==> src/rtl/seg7_display_arbiter_if.sv <==
// Bus between status requesters and the seven-segment display arbiter.
//   req   : level request per requester
//   value : packed 12-bit values, requester i at [12*i+11:12*i]
//   num   : value presented to the display driver
//   owner : index of the current or last grantee
//   grant : one-hot grant, zero outside the display window
//   done  : one-cycle pulse to the owner when its window completes normally
//   busy  : high while showing or blanking between windows
//   blank : high when the display must be dark
// master = requester/driver side, slave = arbiter side.
interface seg7_display_arbiter_if #(
  parameter int unsigned NREQ = 4
);
  localparam int unsigned OW = $clog2(NREQ);

  logic [NREQ-1:0]    req;
  logic [NREQ*12-1:0] value;
  logic [11:0]        num;
  logic [OW-1:0]      owner;
  logic [NREQ-1:0]    grant;
  logic [NREQ-1:0]    done;
  logic               busy;
  logic               blank;

  modport master (
    output req, value,
    input  num, owner, grant, done, busy, blank
  );

  modport slave (
    input  req, value,
    output num, owner, grant, done, busy, blank
  );
endinterface

==> src/rtl/seg7_display_arbiter.sv <==
// Time-shares one 4-digit seven-segment display among NREQ requesters.
// Round-robin grant, fixed DWELL-cycle display window, GAP-cycle blanking
// gap between windows. All outputs are registered.
//   clk : system clock
//   rst : asynchronous active-low reset
//   bus : seg7_display_arbiter_if slave (req/value in; num/owner/grant/done/busy/blank out)
module seg7_display_arbiter #(
  parameter int unsigned NREQ  = 4,
  parameter int unsigned DWELL = 50000000,
  parameter int unsigned GAP   = 1000,
  parameter int unsigned LIVE  = 1
) (
  input  logic                  clk,
  input  logic                  rst,
  seg7_display_arbiter_if.slave bus
);

  localparam int unsigned OW   = $clog2(NREQ);
  localparam int unsigned TMAX = (DWELL > GAP) ? DWELL : GAP;
  localparam int unsigned TW   = $clog2(TMAX);

  typedef enum logic [1:0] {
    ST_IDLE = 2'd0,
    ST_SHOW = 2'd1,
    ST_GAP  = 2'd2
  } state_t;

  state_t          state_q, state_d;
  logic [NREQ-1:0] grant_q, grant_d;
  logic [NREQ-1:0] done_q, done_d;
  logic [11:0]     num_q, num_d;
  logic [OW-1:0]   owner_q, owner_d;
  logic            busy_q, busy_d;
  logic            blank_q, blank_d;
  logic [OW-1:0]   rr_q, rr_d;
  logic [TW-1:0]   timer_q, timer_d;

  logic            any_req;
  logic            found;
  logic [OW-1:0]   win;
  int unsigned     arb_idx;
  logic [11:0]     win_val;
  logic [11:0]     owner_val;
  logic [OW-1:0]   owner_next;
  logic            start;

  // Circular priority search starting at rr_q; first requesting index wins.
  always_comb begin
    any_req = |bus.req;
    found   = 1'b0;
    win     = rr_q;
    arb_idx = 0;
    for (int unsigned i = 0; i < NREQ; i++) begin
      arb_idx = 32'(rr_q) + i;
      if (arb_idx >= NREQ) arb_idx = arb_idx - NREQ;
      if (!found && bus.req[OW'(arb_idx)]) begin
        found = 1'b1;
        win   = OW'(arb_idx);
      end
    end
  end

  assign win_val    = bus.value[32'(win)*12 +: 12];
  assign owner_val  = bus.value[32'(owner_q)*12 +: 12];
  assign owner_next = (owner_q == OW'(NREQ - 1)) ? '0 : owner_q + OW'(1);

  // Next-state and next-output logic.
  always_comb begin
    state_d = state_q;
    grant_d = grant_q;
    done_d  = '0;
    num_d   = num_q;
    owner_d = owner_q;
    busy_d  = busy_q;
    blank_d = blank_q;
    rr_d    = rr_q;
    timer_d = timer_q;
    start   = 1'b0;

    case (state_q)
      ST_IDLE: begin
        if (any_req) start = 1'b1;
      end
      ST_SHOW: begin
        timer_d = timer_q + TW'(1);
        if (LIVE != 0) num_d = owner_val;
        // Abort (owner dropped req) and normal end share the exit path;
        // only a normal end pulses done.
        if (!bus.req[owner_q] || (timer_q == TW'(DWELL - 1))) begin
          state_d = ST_GAP;
          grant_d = '0;
          blank_d = 1'b1;
          timer_d = '0;
          rr_d    = owner_next;
          if (bus.req[owner_q]) done_d = grant_q;
        end
      end
      ST_GAP: begin
        timer_d = timer_q + TW'(1);
        if (timer_q == TW'(GAP - 1)) begin
          timer_d = '0;
          if (any_req) begin
            start = 1'b1;
          end else begin
            state_d = ST_IDLE;
            busy_d  = 1'b0;
          end
        end
      end
      default: begin
        state_d = ST_IDLE;
      end
    endcase

    // Arbitration win, shared by IDLE and end of GAP.
    if (start) begin
      state_d = ST_SHOW;
      grant_d = NREQ'(1) << win;
      owner_d = win;
      num_d   = win_val;
      timer_d = '0;
      busy_d  = 1'b1;
      blank_d = 1'b0;
    end
  end

  // State and output registers.
  always_ff @(posedge clk or negedge rst) begin
    if (!rst) begin
      state_q <= ST_IDLE;
      grant_q <= '0;
      done_q  <= '0;
      num_q   <= '0;
      owner_q <= '0;
      busy_q  <= 1'b0;
      blank_q <= 1'b1;
      rr_q    <= '0;
      timer_q <= '0;
    end else begin
      state_q <= state_d;
      grant_q <= grant_d;
      done_q  <= done_d;
      num_q   <= num_d;
      owner_q <= owner_d;
      busy_q  <= busy_d;
      blank_q <= blank_d;
      rr_q    <= rr_d;
      timer_q <= timer_d;
    end
  end

  assign bus.grant = grant_q;
  assign bus.done  = done_q;
  assign bus.num   = num_q;
  assign bus.owner = owner_q;
  assign bus.busy  = busy_q;
  assign bus.blank = blank_q;

endmodule
==> src/flat_wrapper.sv <==
// flat-port wrapper written by rule: the top's interface ports become plain ports
module seg7_display_arbiter_flat 
#(
  parameter int unsigned NREQ  = 4,
  parameter int unsigned DWELL = 50000000,
  parameter int unsigned GAP   = 1000,
  parameter int unsigned LIVE  = 1
)
  (clk, rst, bus_req, bus_value, bus_num, bus_owner, bus_grant, bus_done, bus_busy, bus_blank);
  seg7_display_arbiter_if #(.NREQ(NREQ)) bus_i ();
  input  logic clk;
  input  logic rst;
  input wire logic [$bits(bus_i.req)-1:0] bus_req;
  input wire logic [$bits(bus_i.value)-1:0] bus_value;
  output wire logic [$bits(bus_i.num)-1:0] bus_num;
  output wire logic [$bits(bus_i.owner)-1:0] bus_owner;
  output wire logic [$bits(bus_i.grant)-1:0] bus_grant;
  output wire logic [$bits(bus_i.done)-1:0] bus_done;
  output wire logic [$bits(bus_i.busy)-1:0] bus_busy;
  output wire logic [$bits(bus_i.blank)-1:0] bus_blank;
  assign bus_i.req = bus_req;
  assign bus_i.value = bus_value;
  assign bus_num = bus_i.num;
  assign bus_owner = bus_i.owner;
  assign bus_grant = bus_i.grant;
  assign bus_done = bus_i.done;
  assign bus_busy = bus_i.busy;
  assign bus_blank = bus_i.blank;
  seg7_display_arbiter #(.NREQ(NREQ), .DWELL(DWELL), .GAP(GAP), .LIVE(LIVE)) u_core (.clk(clk), .rst(rst), .bus(bus_i));
endmodule
==> config.mk <==
export PLATFORM = sky130hd
export DESIGN_NAME = seg7_display_arbiter_flat
export DESIGN_NICKNAME = d
export VERILOG_FILES = /design/src/rtl/seg7_display_arbiter_if.sv /design/src/rtl/seg7_display_arbiter.sv /design/src/flat_wrapper.sv
export SDC_FILE = /design/constraint.sdc
export NUM_CORES = 1
export LEC_CHECK = 0
export ABC_AREA = 1
export BUFFER_PORTS_ARGS = -buffer_cell sky130_fd_sc_hd__buf_4
export CAP_MARGIN = 25
export CORE_UTILIZATION = 37
export CTS_BUF_LIST = sky130_fd_sc_hd__clkbuf_4 sky130_fd_sc_hd__clkbuf_8
export DETAILED_ROUTE_END_ITERATION = 10
export HOLD_SLACK_MARGIN = 0.12
export PLACE_DENSITY_LB_ADDON = 0.25
export SLEW_MARGIN = 15
export SYNTH_ARGS = -nofsm -noshare
export SYNTH_HDL_FRONTEND = slang
export SYNTH_SLANG_ARGS = --single-unit
export TNS_END_PERCENT = 5
==> constraint.sdc <==
create_clock -name clk -period 4.8 [get_ports clk]
set_input_delay 0.48 -clock clk [delete_from_list [all_inputs] [get_ports clk]]
set_output_delay 0.48 -clock clk [all_outputs]
set_load 0.03 [all_outputs]
Word-level counts from Yosys, hierarchy flattened
Index checks and enable logic that the tools add are counted.

storage, ports and cells
  register bits after elaboration = 54
  logic and storage cells = 110

operators by class
  add/sub/neg operators = 9
  multiply operators = 2
  order comparisons = 9
  eq/ne operators = 10
  shift-type cells = 3
  muxes and demuxes = 49
  reduce and logical (&&, ||, !) cells = 19

operators by type and width
  cell                   count
  $shiftx 48x7->12       2
  $mux 26                3
  $pmux 26 s2            1
  $add 26x1->26 const B  1
  $eq 26x10->1 const B   1
  $eq 26x26->1 const B   1
  $mux 2                 13
  $mux 12                2
  $mux 4                 6
  $mux 1                 17
  $lt 2x3->1 const B     5
  $bmux 1 s2             5
  $ge 3x3->1 const B     3
  $mul 2x2->4 const B    2
  $reduce_bool 2->1      4
  $sub 2x1->2 const B    4
  $add 2x2->3 const B    2
  $ne 3x1->1 const B     2
  $pmux 2 s3             1
  $eq 2x2->1 const B     2
  $logic_not 1->1        4
  $reduce_and 2->1       2
  $reduce_and 4->1       1
  $reduce_or 4->1        1
  other kinds (14)       16

Logic depth before layout (Yosys ltp)
  word-level depth = 17
  gate-level depth with buffers = 18
  depth with buffers taken out = 17

Worst setup path before layout
Ideal clock, no wire load.

  path kind = reg2reg
  start point = register u_core.timer_q[0]
  end point = register u_core.num_q[10], in the netlist u_core.bus.num[10]
  library setup time = 0.117 ns
  arrival time = 1.815 ns
  data required time = 4.683 ns
  slack = 2.869 ns
  cell stages (with the launch flop) = 16
  path buffers = 1
  period minus slack after synthesis = 1.931 ns
  cell sequence = dfrtp_1 ha_1 nand2_1 nor2_1 nand2_1 nor2_2 nand4_4 nand2_8 inv_4 nand2_1 nand2_2 buf_6 nand2_1 nand2_1 nand2_1 nand2_1

between the ends
  longest elaborated chain between the ends = 4
  elaborated cells between the ends (all ways) = 5

ends and longest elaborated chain
  item                                          line                         text
  from (decl)                                   seg7_display_arbiter.sv:36   logic [TW-1:0] timer_q, timer_d;
  from (signal assigned)                        seg7_display_arbiter.sv:148  timer_q <= timer_d;
  $eq 26x10->1 (*)                              seg7_display_arbiter.sv:100  if (timer_q == TW'(GAP - 1)) begin
  $mux 1 (*)                                    seg7_display_arbiter.sv:100
  $pmux 1 s2 (*)                                seg7_display_arbiter.sv:80   case (state_q)
  $mux 12 or $reduce_bool 2->1 (tied branches)  --
  to (signal assigned)                          seg7_display_arbiter.sv:143  num_q <= num_d;
  to (decl)                                     seg7_display_arbiter.sv:31   logic [11:0] num_q, num_d;

Mark *: on every way between the ends. The rest lies on a longest branch, timed or not.
A chain may end at the register's enable or synchronous reset.

Worst setup path in the final report
  start point = register u_core.timer_q[0]
  end point = register u_core.num_q[7], in the netlist u_core.bus.num[7]

Same word-level chain as after synthesis.

==> impl_metrics.json <==
{
  "synthDistinctLibCells": 35,
  "synth-seq-area-share_pct": 34.1,
  "antenna-diode-count": 0,
  "grt_setup_unrepaired": "no",
  "setup_total_negative_slack_ns": 0,
  "netSwitchingFraction_pct": 54.1,
  "clock_latency_ns": 0.32,
  "footprint_of_the_multi_input_gates_mm2": 0.00220,
  "setup.worst_path.end_class": "register",
  "die_width_um": 105,
  "grt_antenna_before_repair": 0,
  "skew_ns": 0.00870,
  "clock_tree_from_tritoncts": "done",
  "sequential_power_share_pct": 24.6,
  "power-per-cell-area_mw_per_mm2": 575,
  "outcome": "finished clean",
  "detail_placement_hpwl_um": 7770,
  "cp_slowest_stage_delay_ns": 0.67,
  "synth_area_leader_cell": "sky130_fd_sc_hd__dfrtp_1",
  "total_area_of_sequential_cells_mm2": 0.00135,
  "synth.yosys.warnings": 0,
  "dieHeight_um": 105,
  "via_per_inst": 5.05,
  "synthesis.nets": 647,
  "floorplan.die_area_mm2": 0.0111,
  "number_of_levels_in_the_clock_h_tree": 2,
  "synthCells": 588,
  "worst-endpoint-required_ns": 5.02,
  "timing_max_transition_violations_final": 0,
  "hold_violations": 0,
  "post_cts_buffers": 0,
  "netlist.area_leader.share_pct": 33.5,
  "ioPinCount": 78,
  "regToRegStartpoint": "u_core.timer_q[0]",
  "clockPowerShare_pct": 12.1,
  "drt_pass1_iterations": 4,
  "cts_buf_count": 5,
  "grt_pass1_vias": 3787,
  "design.final.nets": 710,
  "post-route-period-util_pct": 56.2,
  "worstHoldPathType": "primary input to asynchronous set/reset pin",
  "place.port_buffers": 77,
  "timing.critical_path.slowest_stage_cell": "sky130_fd_sc_hd__nor2_1",
  "reg2reg_to": "u_core.bus.num[7]",
  "start_kind": "register",
  "drv_cap": 0,
  "post_synth_main_area_contributors": "sky130_fd_sc_hd__dfrtp_1, sky130_fd_sc_hd__nand2_1, sky130_fd_sc_hd__nand3_1, sky130_fd_sc_hd__inv_1, sky130_fd_sc_hd__xor2_1",
  "per_cell_routed_wire_length_um": 13.2,
  "synthToLayoutAreaGrowth_pct": 17.7,
  "starting_density_of_the_core_pct": 38.2,
  "total_number_of_placement_rows": 37,
  "ir_drop_mv": 0.364,
  "final-setup-viol-count": 0,
  "slew_headroom_pct": 42.1,
  "clk_pin_slew_ns": 0.10,
  "fill_cells": 1089,
  "wl_um": 10400,
  "signal_arrival_time_at_the_worst_endpoint_ns": 2.91,
  "layout-drive-gt1-share_pct": 17.5,
  "critical_path_peak_fanout": 13,
  "drt_drc_violations_left": 0,
  "postSynthRegisterBits": 54,
  "post_cts_hold_buffer_count": 0,
  "clock_sink_count": 54,
  "static-leakage-power_uw": 0.00239,
  "critPathCapture": "u_core.bus.num[7]",
  "r2r_setup_slack_ns": 2.10,
  "core_mm2": 0.0104,
  "worst_setup_path_startpoint": "u_core.timer_q[0]",
  "vias": 3983,
  "critical_path_class": "register to register",
  "intPower_uw": 1230,
  "worstRegToRegCells": 11,
  "cts_max_path_bufs": 2,
  "grtUsageTotal_pct": 19.2,
  "power_switching_uw": 1450,
  "min_period_ns": 2.70,
  "report.power.total_uw": 2680,
  "postRouteAntennaNets": 0,
  "grt.overflow.total": 0,
  "synthesis.area_mm2": 0.00396,
  "crit_path_cell_trace": "ha_1 -> nand2_1 -> nor2_1 -> nand2_1 -> nor2_2 -> nand4_4 -> nand2_8 -> nor2_1 -> inv_1 -> nand3_1 -> nand2_1",
  "first_pass_grt_wire_length_um": 17500,
  "critical_path.most_common_cell": "sky130_fd_sc_hd__nand2_1",
  "clockRootBuffer": "sky130_fd_sc_hd__clkbuf_8",
  "post_synth.cell_area_avg_um2": 6.74,
  "p_comb_share_pct": 63.3,
  "post_cts.resized_instances": 0,
  "detail_route.iter0.violations": 170,
  "gpl.final_weighted_congestion": 0.950,
  "max_clock_freq_mhz": 371,
  "worst-slew-pin-transition_ns": 0.866,
  "grt_start_max_net_pins": 55
}
==> worst min path at each step <==
| stage | startpoint | to | slack (ns) | cells after the start |
|---|---|---|---|---|
| 4_1_cts | rst | u_core.bus.num[7] | 0.23 | 1 |
| 3_3_place_gp | u_core.bus.num[1] | u_core.bus.num[1] | 0.47 | 2 |
| 6_report | rst | u_core.timer_q[19] | 0.21 | 1 |
| 3_5_place_dp | u_core.bus.num[10] | u_core.bus.num[10] | 0.48 | 2 |
| 5_1_grt | rst | u_core.timer_q[2] | 0.26 | 1 |
| 2_1_floorplan | rst | u_core.bus.busy | 0.18 | 0 |
==> power by group through the flow <==
| stage | clock [µW] | combinational [µW] | sequential [µW] |
|---|---|---|---|
| floorplan | 0 | 1250 | 781 |
| global placement | 0 | 1690 | 665 |
| detailed placement | 0 | 1710 | 669 |
| CTS | 330 | 1710 | 663 |
| global route | 347 | 1920 | 677 |
| finish | 325 | 1700 | 660 |
==> worst max-delay path: cells and delay by family (launching register included) <==
| family | cells | cell delay [ns] |
|---|---|---|
| AND/OR/NAND/NOR | 9 | 1.44 |
| adder cells (fa/ha/maj) | 1 | 0.29 |
| buffers and inverters | 1 | 0.42 |
| flip-flops | 1 | 0.43 |
==> cell usage in the layout (no fill, tap or decap), types with 15 or more instances in the layout <==
master and count:
sky130_fd_sc_hd__a21oi_1 15, sky130_fd_sc_hd__buf_4 77, sky130_fd_sc_hd__dfrtp_1 53, sky130_fd_sc_hd__inv_1 60, sky130_fd_sc_hd__nand2_1 193, sky130_fd_sc_hd__nand3_1 93
sky130_fd_sc_hd__nor2_1 35, sky130_fd_sc_hd__nor3_1 18, sky130_fd_sc_hd__o21ai_0 16, sky130_fd_sc_hd__xor2_1 16
==> Yosys cell counts <==
cell type and count:
sky130_fd_sc_hd__nand2_8 2, sky130_fd_sc_hd__mux2i_1 1, sky130_fd_sc_hd__nand3b_1 1, sky130_fd_sc_hd__inv_2 5
sky130_fd_sc_hd__nand3_4 1, sky130_fd_sc_hd__nor4_1 7, sky130_fd_sc_hd__nand2_4 2, sky130_fd_sc_hd__dfrtp_1 53
sky130_fd_sc_hd__o21ai_1 1, sky130_fd_sc_hd__nand2_1 193, sky130_fd_sc_hd__nand3_2 2, sky130_fd_sc_hd__nand4_1 12
sky130_fd_sc_hd__a21oi_1 15, sky130_fd_sc_hd__nor3_1 18, sky130_fd_sc_hd__xor2_1 16, sky130_fd_sc_hd__inv_4 1
sky130_fd_sc_hd__nand4_4 1, sky130_fd_sc_hd__buf_4 3, sky130_fd_sc_hd__o31ai_1 1, sky130_fd_sc_hd__buf_2 7
sky130_fd_sc_hd__dfstp_2 1, sky130_fd_sc_hd__o22ai_1 9, sky130_fd_sc_hd__buf_1 1, sky130_fd_sc_hd__nand2_2 10
sky130_fd_sc_hd__clkbuf_1 2, sky130_fd_sc_hd__inv_1 60, sky130_fd_sc_hd__a31oi_1 1, sky130_fd_sc_hd__a21boi_1 1
sky130_fd_sc_hd__ha_1 5, sky130_fd_sc_hd__nand3_1 93, sky130_fd_sc_hd__nor2_1 35, sky130_fd_sc_hd__nor3_2 1
sky130_fd_sc_hd__o21ai_0 16, sky130_fd_sc_hd__nor2_2 3, sky130_fd_sc_hd__buf_6 8
==> state kept, by name, summed over array words and instances (netlist names) <==
register and flops:
u_core.timer_q 26, u_core.bus.num 12, u_core.bus.done 4, u_core.bus.grant 4
u_core.bus.owner 2, u_core.rr_q 2, u_core.state_q 2, u_core.bus.blank 1
u_core.bus.busy 1
==> per-stage QoR <==
stage | hold slack [ns] | instance area [µm²] | utilization (%) | std cells | setup slack (ns)
2_1_floorplan | 0.184 | 3960 | - | 588 | 2.87
6_report | 0.206 | 4670 | 45.0 | 788 | 2.10
5_1_grt | 0.257 | 4670 | 45.0 | 788 | 1.85
3_5_place_dp | 0.475 | 4550 | 43.9 | 780 | 1.98
4_1_cts | 0.235 | 4670 | 45.0 | 788 | 2.08
3_3_place_gp | 0.469 | 4550 | 43.9 | 780 | 1.98
==> kinds of logic after synthesis <==
logic type / synth area share (%)
and+or+nand+nor: 44.2
buffers and inverters: 10.3
DFF: 34.1
AOI/OAI and AO/OA: 6.00
xor gates and xnor gates: 3.54
adders and majority gates: 1.58
muxes: 0.253
==> cell type report <==
cell class              instances  share of cell area (%)
inverters                      66                    5.36
clock buffers                   6                    1.64
multi-input cells             447                    47.2
clock inverters                 2                   0.805
flip-flops and latches         54                    29.0
well taps                     136                    3.65
repair buffers                 77                    12.4
==> routing by layer <==
metal | up-vias | track usage (%) | part of all wire (%)
met2 | 103 | 32.6 | 47
met1 | 1835 | 25.3 | 47
li1 | 2036 | - | -
met5 | - | 0 | 0
met4 | 0 | 5.23 | 1.0
met3 | 9 | 3.22 | 4.7
Note: power is estimated with default switching activity, not from simulation.
